==> src/rtl/cbua8_reload_ctrl_if.sv <==
// Signal bundle between the reload controller and its CBUA8 counter.
// master = controller side, slave = counter/environment side.
interface cbua8_reload_ctrl_if #(
   parameter int WIDTH  = 8,
   parameter int PCNT_W = 8
);
   logic              START;
   logic              STOP;
   logic              MODE;
   logic [WIDTH-1:0]  RELOAD;
   logic [WIDTH-1:0]  Q;
   logic              CAO;
   logic              LD;
   logic [WIDTH-1:0]  D;
   logic              EN;
   logic              CAI;
   logic              TC;
   logic              BUSY;
   logic              DONE;
   logic [PCNT_W-1:0] PCNT;

   modport master (
      input  START, STOP, MODE, RELOAD, Q, CAO,
      output LD, D, EN, CAI, TC, BUSY, DONE, PCNT
   );

   modport slave (
      output START, STOP, MODE, RELOAD, Q, CAO,
      input  LD, D, EN, CAI, TC, BUSY, DONE, PCNT
   );
endinterface

==> src/rtl/cbua8_reload_ctrl.sv <==
// Programmable-modulo timer control around an 8-bit loadable counter.
// One-shot and periodic modes, TC pulse, DONE flag, saturating PCNT.
module cbua8_reload_ctrl #(
   parameter int WIDTH  = 8,
   parameter int PCNT_W = 8
) (
   input logic                 CLK,
   input logic                 CDN,
   cbua8_reload_ctrl_if.master bus
);

   typedef enum logic [1:0] {
      S_IDLE,
      S_LOAD,
      S_RUN,
      S_DONE
   } state_t;

   state_t            state, state_nx;
   logic [WIDTH-1:0]  d_q, d_nx;
   logic              mode_q, mode_nx;
   logic              tc_q, tc_nx;
   logic              done_q, done_nx;
   logic [PCNT_W-1:0] pcnt_q, pcnt_nx;
   logic              run_go;

   // STOP gates the counter strobes so Q freezes on the abort cycle
   assign run_go  = (state == S_RUN) & ~bus.STOP;
   assign bus.EN  = run_go;
   assign bus.CAI = run_go;
   assign bus.LD  = ~bus.STOP &
                    ((state == S_LOAD) |
                     ((state == S_RUN) & mode_q & bus.CAO));

   assign bus.D    = d_q;
   assign bus.TC   = tc_q;
   assign bus.DONE = done_q;
   assign bus.PCNT = pcnt_q;
   assign bus.BUSY = (state == S_LOAD) | (state == S_RUN);

   always_ff @(posedge CLK or negedge CDN) begin
      if (!CDN) begin
         state  <= S_IDLE;
         d_q    <= '0;
         mode_q <= 1'b0;
         tc_q   <= 1'b0;
         done_q <= 1'b0;
         pcnt_q <= '0;
      end else begin
         state  <= state_nx;
         d_q    <= d_nx;
         mode_q <= mode_nx;
         tc_q   <= tc_nx;
         done_q <= done_nx;
         pcnt_q <= pcnt_nx;
      end
   end

   always_comb begin
      state_nx = state;
      d_nx     = d_q;
      mode_nx  = mode_q;
      tc_nx    = 1'b0;
      done_nx  = done_q;
      pcnt_nx  = pcnt_q;
      unique case (state)
         S_IDLE, S_DONE: begin
            if (bus.START && !bus.STOP) begin
               state_nx = S_LOAD;
               d_nx     = bus.RELOAD;
               mode_nx  = bus.MODE;
               done_nx  = 1'b0;
               pcnt_nx  = '0;
            end
         end
         S_LOAD: begin
            state_nx = bus.STOP ? S_IDLE : S_RUN;
         end
         S_RUN: begin
            if (bus.STOP) begin
               state_nx = S_IDLE;
            end else if (bus.CAO) begin
               tc_nx = 1'b1;
               if (pcnt_q != '1)
                  pcnt_nx = pcnt_q + PCNT_W'(1);
               if (!mode_q) begin
                  state_nx = S_DONE;
                  done_nx  = 1'b1;
               end
            end
         end
         default: state_nx = S_IDLE;
      endcase
   end

   // The decision uses CAO alone; Q is only cross-checked here
   a_cao_at_top : assert property (
      @(posedge CLK) disable iff (!CDN)
      ((state == S_RUN) && bus.CAO) |-> (bus.Q == '1)
   );

endmodule

==> src/flat_wrapper.sv <==
// flat-port wrapper written by rule: the top's interface ports become plain ports
module cbua8_reload_ctrl_flat 
#(
   parameter int WIDTH  = 8,
   parameter int PCNT_W = 8
)
  (CLK, CDN, bus_START, bus_STOP, bus_MODE, bus_RELOAD, bus_Q, bus_CAO, bus_LD, bus_D, bus_EN, bus_CAI, bus_TC, bus_BUSY, bus_DONE, bus_PCNT);
  cbua8_reload_ctrl_if #(.WIDTH(WIDTH), .PCNT_W(PCNT_W)) bus_i ();
  input logic CLK;
  input logic CDN;
  input wire logic [$bits(bus_i.START)-1:0] bus_START;
  input wire logic [$bits(bus_i.STOP)-1:0] bus_STOP;
  input wire logic [$bits(bus_i.MODE)-1:0] bus_MODE;
  input wire logic [$bits(bus_i.RELOAD)-1:0] bus_RELOAD;
  input wire logic [$bits(bus_i.Q)-1:0] bus_Q;
  input wire logic [$bits(bus_i.CAO)-1:0] bus_CAO;
  output wire logic [$bits(bus_i.LD)-1:0] bus_LD;
  output wire logic [$bits(bus_i.D)-1:0] bus_D;
  output wire logic [$bits(bus_i.EN)-1:0] bus_EN;
  output wire logic [$bits(bus_i.CAI)-1:0] bus_CAI;
  output wire logic [$bits(bus_i.TC)-1:0] bus_TC;
  output wire logic [$bits(bus_i.BUSY)-1:0] bus_BUSY;
  output wire logic [$bits(bus_i.DONE)-1:0] bus_DONE;
  output wire logic [$bits(bus_i.PCNT)-1:0] bus_PCNT;
  assign bus_i.START = bus_START;
  assign bus_i.STOP = bus_STOP;
  assign bus_i.MODE = bus_MODE;
  assign bus_i.RELOAD = bus_RELOAD;
  assign bus_i.Q = bus_Q;
  assign bus_i.CAO = bus_CAO;
  assign bus_LD = bus_i.LD;
  assign bus_D = bus_i.D;
  assign bus_EN = bus_i.EN;
  assign bus_CAI = bus_i.CAI;
  assign bus_TC = bus_i.TC;
  assign bus_BUSY = bus_i.BUSY;
  assign bus_DONE = bus_i.DONE;
  assign bus_PCNT = bus_i.PCNT;
  cbua8_reload_ctrl #(.WIDTH(WIDTH), .PCNT_W(PCNT_W)) u_core (.CLK(CLK), .CDN(CDN), .bus(bus_i));
endmodule
==> config.mk <==
export PLATFORM = sky130hd
export DESIGN_NAME = cbua8_reload_ctrl_flat
export DESIGN_NICKNAME = d
export VERILOG_FILES = /design/src/rtl/cbua8_reload_ctrl_if.sv /design/src/rtl/cbua8_reload_ctrl.sv /design/src/flat_wrapper.sv
export SDC_FILE = /design/constraint.sdc
export NUM_CORES = 1
export LEC_CHECK = 0
export CORE_MARGIN = 5
export CORE_UTILIZATION = 30
export CTS_BUF_LIST = sky130_fd_sc_hd__clkbuf_8
export CTS_CLUSTER_DIAMETER = 40
export DETAILED_ROUTE_END_ITERATION = 10
export HOLD_SLACK_MARGIN = 0.12
export SLEW_MARGIN = 15
export SYNTH_ARGS = -nofsm -noshare
export SYNTH_HDL_FRONTEND = slang
export SYNTH_SLANG_ARGS = --single-unit
==> constraint.sdc <==
create_clock -name CLK -period 2.15 [get_ports CLK]
set_clock_uncertainty 0.1 [all_clocks]
set_input_delay 0.43 -clock CLK [delete_from_list [all_inputs] [get_ports CLK]]
set_output_delay 0.43 -clock CLK [all_outputs]
set_load 0.005 [all_outputs]
=== After elaboration in Yosys (flattened, before gate mapping) ===
Index checks and enable logic that the tools add are counted.

* Bits in read-only memories: 0
* Latch bits: 0
* Memories: 0
* Flip-flop bits (word level): 21
* Output and inout port bits: 22
* Memory bits (writable): 0

* Reductions and logical operators: 9
* Add/sub/neg operators: 1
* Order comparisons: 0
* Bitwise operators: 7
* Multiplexer cells: 19
* Equality and inequality tests: 11
* Multiply operators: 0
* Shifts and indexed selects: 0
* Divide/modulo/power cells: 0

{| class="wikitable"
|+ Operator list
! operator !! count
|-
| 2-to-1 mux 8 bit || 4
|-
| one-hot mux 8 bit (2 select lines) || 1
|-
| 2-to-1 mux 2 bit || 5
|-
| AND reduction 5 bit || 2
|-
| adder 8 x 1 -> 8 bit (second input constant) || 1
|-
| inequality test 2 bit (second input constant) || 4
|-
| inequality test 8 bit (second input constant) || 1
|-
| 2-to-1 mux 1 bit || 7
|-
| inequality test 3 bit (second input constant) || 2
|-
| one-hot mux 2 bit (3 select lines) || 1
|-
| bitwise AND 1 bit || 4
|-
| == test 2 bit (second input constant) || 2
|-
| AND reduction 3 bit || 1
|-
| == test 2 x 1 -> 1 bit (second input constant) || 1
|-
| logical NOT 2 bit || 1
|-
| inequality test 2 x 1 -> 1 bit (second input constant) || 1
|-
| bitwise OR 1 bit || 2
|-
| one-hot mux 1 bit (2 select lines) || 1
|-
| AND reduction 2 bit || 1
|-
| nonzero test 2 bit || 1
|-
| OR reduction 2 bit || 1
|-
| logical AND 1 bit || 1
|-
| logical NOT 1 bit || 1
|-
| inverter 1 bit || 1
|}

=== Depth between registers and ports, before layout ===
Gate-level depths: netlist (run 1).

* Word-level depth: 5
* Mapped depth: 8
* Mapped depth without buffers: 7

=== Worst setup path before layout (run 1) ===
Ideal clock, no wire load.

* Path kind: register to register
* From: register u_core.state[0]
* To: register u_core.pcnt_q[7], in the netlist u_core.bus.PCNT[7]
* Setup time: 0.110 ns
* Slack: 0.384 ns
* Data arrival time: 1.556 ns
* Stages on the path, launching flop included: 7
* Clock period less this slack: 1.766 ns
* Cell sequence: dfrtp_1 > inv_1 > ha_1 > nor2b_1 > o22a_1 > or2_1 > o41ai_1

* Word-level cells in the longest chain between the ends: 4
* Elaborated cells between the ends (all ways): 11
* Classes of those cells: eq/ne (6); mux (1); reduce/logical (4)

{| class="wikitable"
|+ Ends and longest elaborated chain
! what !! RTL line !! source
|-
| from (decl) || cbua8_reload_ctrl.sv:19 || <nowiki>state_t state, state_nx;</nowiki>
|-
| from (signal assigned) || cbua8_reload_ctrl.sv:50 || <nowiki>state <= state_nx;</nowiki>
|-
| == test 2 bit or logical NOT 2 bit (tied branches) || cbua8_reload_ctrl.sv:66 || <nowiki>unique case (state)</nowiki>
|-
| OR reduction 2 bit || cbua8_reload_ctrl.sv:66 ||
|-
| inequality test 2 x 1 -> 1 bit (no line) or nonzero test 2 bit (tied branches) || - ||
|-
| AND reduction 5 bit (no line) || - ||
|-
| to (signal assigned) || cbua8_reload_ctrl.sv:55 || <nowiki>pcnt_q <= pcnt_nx;</nowiki>
|-
| to (decl) || cbua8_reload_ctrl.sv:24 || <nowiki>logic [PCNT_W-1:0] pcnt_q, pcnt_nx;</nowiki>
|}

Several ways; a longest one is shown, not always the timed one.
A chain may end at the register's enable or synchronous reset.

=== Worst setup path in the final report (run 1) ===
* From: register u_core.state[1]
* To: output port bus_LD

* Word-level cells in the longest chain between the ends: 5
* Elaborated cells between the ends (all ways): 6
* Classes of those cells: eq/ne (2); bitwise (4)

{| class="wikitable"
|+ Ends and longest elaborated chain
! what !! RTL line !! source
|-
| == test 2 bit || cbua8_reload_ctrl.sv:33 || <nowiki>((state == S_RUN) & mode_q & bus.CAO));</nowiki>
|-
| bitwise AND 1 bit (2 in series) || cbua8_reload_ctrl.sv:33 ||
|-
| bitwise OR 1 bit * || cbua8_reload_ctrl.sv:32 || <nowiki>((state == S_LOAD) |</nowiki>
|-
| bitwise AND 1 bit * || cbua8_reload_ctrl.sv:31 || <nowiki>assign bus.LD = ~bus.STOP &</nowiki>
|-
| to (decl) || flat_wrapper.sv:17 || <nowiki>output wire logic [$bits(bus_i.LD)-1:0] bus_LD;</nowiki>
|}

Mark *: on every way between the ends. The rest lies on a longest branch, timed or not.

==> metrics.md, run 1 <==
| Metric | Value |
|---|---|
| Outcome | complete, no violations |
| Maximum clock rate | 532 MHz |
| Pre-CTS WS | -0.0309 ns |
| Post-route setup TNS | 0 ns |
| Worst setup path category | reg -> out |
| Fin crit share | 0.875 |
| Startpoint types | flip-flop |
| Hold_buf cts | 0 |
| Top cell type by total area after synthesis | dfrtp_1 |
| Synth top area cells | dfrtp_1 (48%), mux2_2 (9.3%), ha_1 (4.6%) |
| DP Cell Count | 191 |
| Share of cells above drive strength 1 | 0.189 |
| Most frequent cell after synthesis | dfrtp_1 |
| Ys flop type | dfrtp_1 |
| Number of synthesized flops with an enable pin | 0 |
| Slowest cell on crit path | dfrtp_2 |
| Fin cells | 196 |
| Insertion delay to the later sink of the worst-skew pair | 0.26 ns |
| Max Buffers Root-to-Sink | 2 |
| Row cnt | 22 |
| Initial core utilization | 0.303 |
| Layout Nets | 175 |
| Syn Inst Count | 105 |
| Largest net degree at the start of global routing | 22 |
| Top delay family on crit path | flip-flops |
| Endpoints failing setup | 0 |
| ANT nets after route | 0 |
| GRT Total Usage | 0.113 |
| First-pass GRT wire length | 4490 um |
| Seq/Total Area, Yosys | 0.481 |
| Clk sinks | 21 |
| Worst-margin pin slew | 0.418 ns |
| Worst flop-to-flop path endpoint | u_core.bus.PCNT[3] |
| Arrival @ worst endpoint | 1.35 ns |
| Number of buffers created by CTS | 3 |
| Die span in y | 70.3 um |
| # DRC | 0 |
| Diodes inserted | 0 |
| Pwr Density | 964 nW/um^2 |
| Initial DRT Pass Iterations | 4 |
| Synthesis-stage register bit count | 21 |
| HPWL after DPL | 1960 um |
| Vias in the first global route | 1008 |
| Worst-case reg-to-reg path depth | 7 |
| Peak VDD IR | 0.486 mV |
| Via density | 4.82 |
| Max_cap viols | 0 |
| DR WL/cell | 13.4 um |
| Minimum clock period | 1.88 ns |
| Flop2flop setup slack | 0.28 ns |
| Final Max Slew Viols | 0 |
| Initial antenna violation count | 0 |
| H-tree depth | 1 |
| Via count | 944 |
| Ports | 44 |
| Min-Delay Path Class | in -> async |
| Routability cong. | 0.797 |
| Area share of the largest cell type after synthesis | 0.481 |
| Worst EP required | 1.62 ns |
| Syn_nets | 131 |
| Worst r2r src | u_core.state[0] |
| Synth Area per Inst | 10.4 um^2 |
| Final worst setup slack | 0.270 ns |
| Final wirelength | 2620 um |
| Area delta synth->final | 47.8% |
| Clock root buffer | clkbuf_8 |
| Hold Fails Final Rpt | 0 |
| Fraction of registers with async set or reset after synthesis | 1.00 |
| CP endpoint kind | output pin |
| Die Wd | 70.3 um |
| Buffers & Inverters on Critical Path | 2 |
| Die ar. | 4950 um^2 |
| 1st-iter DRT viols | 39 |
| Top post-synthesis cells by count | dfrtp_1 (21), nand2_1 (10), mux2_2 (9) |
| CTS tree | done |
| Grt ovf | 0 |
| Slew margin rel. | 0.720 |
| CP peak stage delay | 0.43 ns |
| CORE AREA | 3610 um^2 |
| LEAKAGE | 0.692 nW |
| Largest fanout on the critical path | 3 |
| Yosys Warn Count | 0 |
| Post-synth cell types | 32 |
| CP Cell Sequence | inv_1 -> ha_1 -> a31oi_1 -> nor2_1 -> dlymetal6s2s_1 |
| Mapped cell area | 1090 um^2 |
| RSZ-0062 raised after global routing | no |
| I/O Buffers | 35 |
| Clock transition at path regs | 0.08 ns |
==> worst reg2reg max path: stages, from the launching register on <==
cell and delay [ns]:
dfrtp_1 0.40, inv_2 0.12, ha_4 0.19, nand2b_1 0.09, and4b_1 0.25, nor2_1 0.35, nor2_1 0.10, o22a_1 0.18
==> placed cells by master, fill, tap and decap left out, types with 2 or more instances in the layout <==
cell type	Yosys	final
inv_1	4	3
o31ai_1	2	2
nor2_1	7	7
nand2b_1	3	3
ha_1	4	2
mux2_2	9	9
nand3_1	4	4
mux2i_1	3	3
o21ai_1	2	2
nand2_1	10	10
ha_4	0	2
dfrtp_1	21	20
nand4_1	2	2
buf_4	1	8
a21oi_1	3	3
clkbuf_8	0	3
clkdlybuf4s50_1	0	30
nor2b_1	3	3
dlymetal6s2s_1	0	2
o22a_1	3	3
o21ai_0	6	6
dlygate4sd2_1	0	3
or2_1	2	2
==> timing repair <==
item | 4_1_cts | 5_1_grt
buffers inserted | 0 | 1
pin swaps | 0 | 1
setup endpoints to repair | 4 | 2
gates resized for setup | 7 | 4
==> per-stage QoR <==
stage	hold slack (ns)	power, mW	util	cell area [um^2]
6_report	0.400	1.56	0.448	1610
5_1_grt	0.431	1.67	0.448	1610
4_1_cts	0.414	1.56	0.441	1590
3_5_place_dp	0.400	1.27	0.425	1530
3_3_place_gp	0.388	1.25	0.425	1530
2_1_floorplan	0.0344	0.909	-	1090
==> cell type report <==
cell class | instances | area [um^2]
well taps | 48 | 60.1
inverters | 4 | 15.0
multi-input cells | 76 | 554
repair buffers | 43 | 412
flip-flops and latches | 21 | 527
fillers | 358 | 1990
clock buffers | 3 | 41.3
clock inverters | 1 | 5.00
==> metal layers <==
layer  GRT usage  share of wire  routed length [um]  up-vias
met5           0              0                   0        -
met4      0.0787          0.038                 100        0
met3      0.0345          0.077                 201        8
met2       0.184           0.48                1260       33
met1       0.125           0.40                1060      442
li1            -              -                   -      461
==> sequential cells by signal, summed over array words and instances (netlist names) <==
name,flops
u_core.bus.DONE,1
u_core.bus.D,8
u_core.state,2
u_core.mode_q,1
u_core.bus.PCNT,8
u_core.bus.TC,1
==> logic make-up after synthesis <==
family | Yosys count | synth area share
compound gates | 24 | 0.151
xor+xnor | 1 | 0.00802
fa+ha+maj | 4 | 0.0458
buf+inv | 8 | 0.0344
flops | 21 | 0.481
mux | 12 | 0.120
simple gates | 35 | 0.159
==> worst max-delay path by stage <==
stage	startpoint	endpoint	slack [ns]	cells after the start
2_1_floorplan	u_core.state[0]	u_core.bus.PCNT[7]	0.38	6
3_3_place_gp	bus_CAO	bus_LD	-0.01	4
3_5_place_dp	bus_CAO	bus_LD	-0.03	4
4_1_cts	u_core.state[0]	bus_BUSY	-0.04	4
5_1_grt	u_core.state[0]	u_core.bus.PCNT[3]	0.12	7
6_report	u_core.state[1]	bus_LD	0.27	5
==> where the power goes <==
group          internal (mW)  switching [mW]  total [mW]  leakage, nW
registers              0.516          0.0841       0.600        0.268
clock network          0.129           0.137       0.266       0.0255
logic                  0.421           0.268       0.689        0.398
total                   1.07           0.489        1.56        0.692
Power figures use the tool's default switching activity.
==> inputs of run 2 (changes only) <==
- CELL_PAD_IN_SITES_DETAIL_PLACEMENT: default -> 1
- CELL_PAD_IN_SITES_GLOBAL_PLACEMENT: default -> 2
- CORE_UTILIZATION: 30 -> 26
- GPL_TIMING_DRIVEN: default -> 0
- PLACE_DENSITY_LB_ADDON: default -> 0.1
- TNS_END_PERCENT: default -> 30
==> run 2 against run 1 <==
Net effect:
- cell count is the same
- critical endpoint unchanged
- die area up 13%
- worst hold slack lost 0.033 ns
- design area decreased by 0.62%
- largest cell class unchanged
- sequential cell count unchanged
- utilization fell by 4.9 points
- wire length grew 6.9%
==> metrics.md, run 2 (synthesized netlist as in run 1, its figures left out) <==
| Metric | Value |
|---|---|
| Outcome | complete, no violations |
| DR WL/cell | 14.3 um |
| Worst flop-to-flop path endpoint | u_core.bus.PCNT[7] |
| Initial core utilization | 0.271 |
| Hold Fails Final Rpt | 0 |
| Vias in the first global route | 1028 |
| Worst r2r src | u_core.state[0] |
| Min-Delay Path Depth | 2 |
| LEAKAGE | 0.677 nW |
| Area delta synth->final | 46.9% |
| Startpoint types | flip-flop |
| Number of buffers created by CTS | 3 |
| Share of cells above drive strength 1 | 0.199 |
| Pwr Density | 979 nW/um^2 |
| Initial antenna violation count | 0 |
| Final worst setup slack | 0.167 ns |
| Arrival @ worst endpoint | 1.45 ns |
| CTS tree | done |
| Row cnt | 23 |
| Pre-CTS WS | -0.0381 ns |
| Worst setup path category | reg -> out |
| Die span in y | 74.8 um |
| # DRC | 0 |
| RSZ-0062 raised after global routing | no |
| Fin Hold WS | 0.367 ns |
| Die Wd | 74.8 um |
| Worst-case reg-to-reg path depth | 9 |
| Slowest cell on crit path | dfrtp_1 |
| Minimum clock period | 1.98 ns |
| Final instance area | 1600 um^2 |
| Largest fanout on the critical path | 3 |
| Slew margin rel. | 0.347 |
| 1st-iter DRT viols | 41 |
| Flop2flop setup slack | 0.25 ns |
| Final wirelength | 2800 um |
| Final Max Slew Viols | 0 |
| Routability cong. | 0.701 |
| Endpoints failing setup | 0 |
| Clk sinks | 21 |
| HPWL after DPL | 2170 um |
| Most common cell after layout, fill and taps aside | clkdlybuf4s50_1 |
| Largest net degree at the start of global routing | 22 |
| Most frequent cells in the layout | clkdlybuf4s50_1 (30), dfrtp_1 (21), nand2_1 (10), mux2_2 (9), nor2_1 (7) |
| Hold_sp | bus_STOP |
| Maximum clock rate | 504 MHz |
| Worst-margin pin slew | 0.976 ns |
| Insertion delay to the later sink of the worst-skew pair | 0.26 ns |
| Initial DRT Pass Iterations | 4 |
| Die ar. | 5600 um^2 |
| Max_cap viols | 0 |
| Peak VDD IR | 0.552 mV |
| Fin crit share | 0.923 |
| ANT nets after route | 0 |
| Fill count | 464 |
| Clock root buffer | clkbuf_8 |
| Ports | 44 |
| Layout Nets | 173 |
| DP Area | 1500 um^2 |
| I/O Buffers | 34 |
| Min-Delay Path Class | in -> reg |
| First-pass GRT wire length | 4770 um |
| Clock transition at path regs | 0.08 ns |
| Via count | 926 |
| Max Buffers Root-to-Sink | 2 |
| GRT Total Usage | 0.110 |
| Grt ovf | 0 |
| Worst EP required | 1.62 ns |
| Worst Hold End | u_core.bus.TC |
| CP peak stage delay | 0.45 ns |
| CP Cell Sequence | ha_4 -> buf_6 -> a31oi_1 -> nor2_1 -> dlygate4sd2_1 |
| CP endpoint kind | output pin |
| Via density | 4.72 |
| Diodes inserted | 0 |
| CORE AREA | 4030 um^2 |
| Post-route setup TNS | 0 ns |
| H-tree depth | 1 |
[run 2: changes by cell type in the layout (fill, tap and decap cells not counted), sizes merged]
cell         delta
dlygate4sd2     -2
clkinv          -1
clkinvlp        +1
[run 2: worst max-delay path by stage]
| stage | startpoint | endpoint | slack (ns) | cells after the start |
|---|---|---|---|---|
| 2_1_floorplan | u_core.state[0] | u_core.bus.PCNT[7] | 0.38 | 6 |
| 3_3_place_gp | bus_CAO | u_core.bus.PCNT[3] | -0.03 | 6 |
| 3_5_place_dp | bus_CAO | u_core.bus.PCNT[3] | -0.04 | 6 |
| 4_1_cts | u_core.state[0] | bus_BUSY | 0.02 | 4 |
| 5_1_grt | u_core.state[1] | bus_LD | 0.03 | 5 |
| 6_report | u_core.state[1] | bus_LD | 0.17 | 5 |
[run 2: worst max-delay path: cells and delay by family, from the launching register on]
family	cells	cell delay [ns]
adder cells (fa/ha/maj)	1	0.20
flip-flops	1	0.45
AND/OR/NAND/NOR	1	0.05
buffers and inverters	2	0.37
AO/OA/AOI/OAI	1	0.13
[run 2: metrics by stage]
step	utilization	power [mW]	cells
2_1_floorplan	-	0.909	105
3_3_place_gp	0.371	1.26	189
3_5_place_dp	0.371	1.27	189
4_1_cts	0.397	1.61	196
5_1_grt	0.398	1.70	196
6_report	0.398	1.57	196
[run 2: power breakdown]
part / switching [mW] / internal [mW] / total, mW / leakage, nW
sequential: 0.0798 / 0.515 / 0.595 / 0.269
clock: 0.137 / 0.131 / 0.268 / 0.0217
combinational: 0.280 / 0.428 / 0.708 / 0.386
total: 0.497 / 1.07 / 1.57 / 0.677
[run 2: what timing repair did]
action | in CTS | in global routing
gates cloned | 0 | 0
endpoints found under the setup margin | 4 | 2
buffers inserted | 3 | 0
hold buffers | 0 | 0
resized for setup | 11 | 2
[run 2: final cells by class]
class | instances | area (um^2) | share of cell area
Buffer | 4 | 28.8 | 0.0179
Clock buffer | 3 | 41.3 | 0.0257
Clock inverter | 1 | 7.51 | 0.00468
Inverter | 4 | 15.0 | 0.00936
Multi-Input combinational cell | 76 | 559 | 0.349
Sequential cell | 21 | 526 | 0.328
Tap cell | 50 | 62.6 | 0.0390
Timing Repair Buffer | 37 | 364 | 0.227
[run 2: routing by layer]
metal / GRT usage / vias up / part of all wire
met5: 0 / - / 0
li1: - / 454 / -
met1: 0.122 / 445 / 0.40
met3: 0.0467 / 2 / 0.082
met2: 0.201 / 25 / 0.52
met4: 0.0178 / 0 / 0.0046
